**src/rtl/dmem_rom_arbiter.sv**
```systemverilog
// dmem_rom_arbiter: round-robin share of one combinational ROM read port between the load unit (port 0, stallable) and the image streamer (port 1), with registered data, range error and 1-cycle latency
module dmem_rom_arbiter #(
  parameter int DATA_W = 32,
  parameter int ADDR_W = 32,
  parameter int DEPTH  = 8100
) (
  input  logic              clk,
  input  logic              rst_n,
  input  logic              req0,
  input  logic [ADDR_W-1:0] addr0,
  output logic              gnt0,
  output logic              rvalid0,
  output logic [DATA_W-1:0] rdata0,
  output logic              err0,
  output logic              stall0,
  input  logic              req1,
  input  logic [ADDR_W-1:0] addr1,
  output logic              gnt1,
  output logic              rvalid1,
  output logic [DATA_W-1:0] rdata1,
  output logic              err1,
  output logic [ADDR_W-1:0] rom_addr,
  input  logic [DATA_W-1:0] rom_rd
);
  typedef enum logic {LAST0, LAST1} state_t;
  localparam logic [ADDR_W-1:0] LIMIT = ADDR_W'(DEPTH);
  state_t state, state_nx;
  logic in_range;
  always_comb begin
    gnt0 = req0 & (~req1 | (state == LAST1));
    gnt1 = req1 & ~gnt0;
    state_nx = gnt0 ? LAST0 : gnt1 ? LAST1 : state;
    rom_addr = gnt0 ? addr0 : gnt1 ? addr1 : '0;
    in_range = rom_addr < LIMIT;
  end
  assign stall0 = req0 & ~gnt0;
  always_ff @(posedge clk or negedge rst_n)
    if (!rst_n) state <= LAST1;
    else state <= state_nx;
  always_ff @(posedge clk or negedge rst_n) begin
    if (!rst_n) begin
      rvalid0 <= 1'b0;
      rvalid1 <= 1'b0;
      rdata0  <= '0;
      rdata1  <= '0;
      err0    <= 1'b0;
      err1    <= 1'b0;
    end else begin
      rvalid0 <= gnt0;
      rvalid1 <= gnt1;
      if (gnt0) begin
        rdata0 <= in_range ? rom_rd : '0;
        err0   <= ~in_range;
      end
      if (gnt1) begin
        rdata1 <= in_range ? rom_rd : '0;
        err1   <= ~in_range;
      end
    end
  end
endmodule

```
**config.mk**
```make
export PLATFORM = sky130hd
export DESIGN_NAME = dmem_rom_arbiter
export DESIGN_NICKNAME = d
export VERILOG_FILES = /design/src/rtl/dmem_rom_arbiter.sv
export SDC_FILE = /design/constraint.sdc
export NUM_CORES = 1
export LEC_CHECK = 0
export ABC_AREA = 1
export ABC_CLOCK_PERIOD_IN_PS = 2900
export CAP_MARGIN = 20
export CELL_PAD_IN_SITES_DETAIL_PLACEMENT = 1
export CELL_PAD_IN_SITES_GLOBAL_PLACEMENT = 2
export CORE_AREA = 2 2 134 136
export DETAILED_ROUTE_END_ITERATION = 7
export DIE_AREA = 0 0 136 138
export PLACE_DENSITY = 0.85
export SLEW_MARGIN = 20
export SYNTH_ARGS = -nofsm -noshare
export SYNTH_HDL_FRONTEND = slang
export SYNTH_SLANG_ARGS = --single-unit
```
**constraint.sdc**
```tcl
create_clock -name clk -period 2.9 [get_ports clk]
set_clock_uncertainty 0.05 [all_clocks]
set_input_delay 0.435 -clock clk [delete_from_list [all_inputs] [get_ports clk]]
set_output_delay 0.435 -clock clk [all_outputs]
set_load 0.02 [all_outputs]
```
==> metrics.txt <==
clk slew on worst S/H paths 0.06 ns; CP Class in2out; drt drc 0; WL/cell 16.0 um; gr usage total 15.6%; Synth Flop Type dfrtp_1; post-synthesis cell type count 20; diode count 0; Inst Count DP 891; min Tclk post-route 2.81 ns; Final #Nets 773; Setup crit start kind input pin; CTS tree built; share of post-route cells with drive strength above 1 6.64%; CP Cell Sequence clkdlybuf4s50_1 > nand2_2 > nand2_2 > o21ai_0 > clkdlybuf4s50_1; initial antenna violation count 0; relative slew slack 39.2%; CTS H-tree depth 3; Initial DRT Pass Iterations 4; Worst-Margin Slew 0.911 ns; Max Fclk 356 MHz; Buf+Inv Stages, Crit Path 2; Mapped Area 3580 sq um; global route total overflow 0; port bufs 202; crit share post-route 97.0%; DR vias/cell 4.44; Row Count 49; Hold Crit Class in2async; I/O Pins 203; Slew Limit Fails 0; synthesized area per cell 7.54 sq um; Hold-fix buffers, CTS 0; Worst-Skew Late Latency 0.34 ns; Starting Density 20.4%; Final Hold Vio Count 0; die width 136 um; post-place setup slack 0.0203 ns; Max Cap Viol 0; Final setup viols 0; Starting DRT DRC Count 98; Synth Register Bits 69; slowest stage cell, crit path clkdlybuf4s50_1; ys async rst share 100%; Fin Hold WS 0.179 ns; biggest cell delay along the critical path 0.67 ns; synthesized instance count 475; Routed Antenna Nets 0; crit path max fanout 14; Power Density 451 nW/um^2; status completed; Post-synth EDFFs 0; delay-heaviest family, CP buffers and inverters; Final WS setup 0.0884 ns; synth warn 0; vias in the first global route 4330; Core Area 17500 sq um; Req. time, crit path 2.41 ns; FF-to-FF setup slack 0.60 ns; first-pass GRT wire length 23.1 mm; leakage power 3.04 nW; Power, Total 2.80 mW; via count 4027; synthesis-to-finish area growth 73.2%; Longest Clk Path Bufs 2; RSZ-0062 raised after global routing yes; die area 18800 sq um; Die Y 138 um; root buffer cell clkbuf_16; syn nets 575; post-synthesis sequential area ratio 48.3%; post-DP HPWL 10.7 mm; CP Data Arrival Time 2.33 ns; GP Congestion 0.848; clk sinks 69; peak supply drop 0.000240 V; largest net degree at the start of global routing 70; CP endpoint kind output port; DRT Wirelength 14.5 mm; CTS buffer count 9; non-filler instance count after layout 907
[layer usage]
metal,track usage [%],wire length [um],up-vias
met5,0,0,-
met4,5.70,356,0
met3,3.92,847,29
met2,27.3,7410,132
met1,18.3,5870,1937
li1,-,-,1929
[sequential cells by signal (all words and copies together), names as in the netlist]
signal,cells
rvalid1,1
rvalid0,1
rdata1,32
err0,1
err1,1
rdata0,32
state,1
[report_power, final]
part           switching, mW  total (mW)  internal [mW]
logic                  0.319       0.599          0.281
registers            0.00602       0.979          0.973
clock network          0.440        1.22          0.778
[repair_timing]
item	CTS	global route
gates resized for setup	0	2
buffers inserted	0	0
endpoints found under the setup margin	0	10
[cell type report]
type	instances	area, sq um
multi-input combinational	328	1480
fill	2100	11300
sequential	69	1730
clock buffer	11	243
clock inverter	5	83.8
tap	229	287
inverter	44	165
timing repair buffer	221	2210
[through the flow]
| step | instance area [sq um] | TNS (ns) | util (%) |
|---|---|---|---|
| 2_1_floorplan | 3580 | 0 | - |
| 3_3_place_gp | 5870 | 0 | 33.5 |
| 3_5_place_dp | 5870 | 0 | 33.5 |
| 4_1_cts | 6200 | 0 | 35.4 |
| 5_1_grt | 6200 | -0.0263 | 35.4 |
| 6_report | 6200 | 0 | 35.4 |
[kinds of logic after synthesis]
logic type,count (synthesis),synth area share (%)
AOI/OAI and AO/OA,18,3.14
buffers and inverters,78,10.8
and+or+nand+nor,310,37.8
DFF,69,48.3
[cell usage in the layout, fill, tap and decap left out, drive strengths merged]
cell type / Yosys / final
clkdlybuf4s50: 0 / 200
dlymetal6s2s: 0 / 1
dfrtp: 68 / 68
a22o: 2 / 2
bufinv: 0 / 2
a21oi: 2 / 2
nand2: 217 / 217
nand3: 17 / 17
clkbuf: 10 / 11
dfstp: 1 / 1
clkinvlp: 0 / 2
clkinv: 2 / 3
nand4: 65 / 65
buf: 24 / 20
inv: 42 / 42
nor2: 11 / 11
o21ai: 14 / 14
[Yosys cell counts (4+ instances only)]
cell / n / area [sq um]
nand3_1: 17 / 85.1
dfrtp_1: 68 / 1700
buf_2: 4 / 20.0
nor2_1: 11 / 41.3
clkbuf_1: 10 / 37.5
buf_4: 10 / 75.1
nand4_1: 65 / 407
buf_6: 7 / 78.8
nand2_1: 215 / 807
inv_1: 39 / 146
o21ai_0: 13 / 65.1
[worst paths after layout]
check	startpoint	to	cells after the start
max in group asynchronous	rst_n	rdata1[26]$_DFFE_PN0N_	1
min in group clk	rdata1[5]$_DFFE_PN0N_	rdata1[5]$_DFFE_PN0N_	2
max reg2reg	state$_DFFE_PN1P_	rdata1[10]$_DFFE_PN0N_	13
max	req1	rom_addr[26]	5
min reg2reg	rdata1[5]$_DFFE_PN0N_	rdata1[5]$_DFFE_PN0N_	2
min	rst_n	rdata0[9]$_DFFE_PN0P_	1
Note: power is estimated with default switching activity, not from simulation.
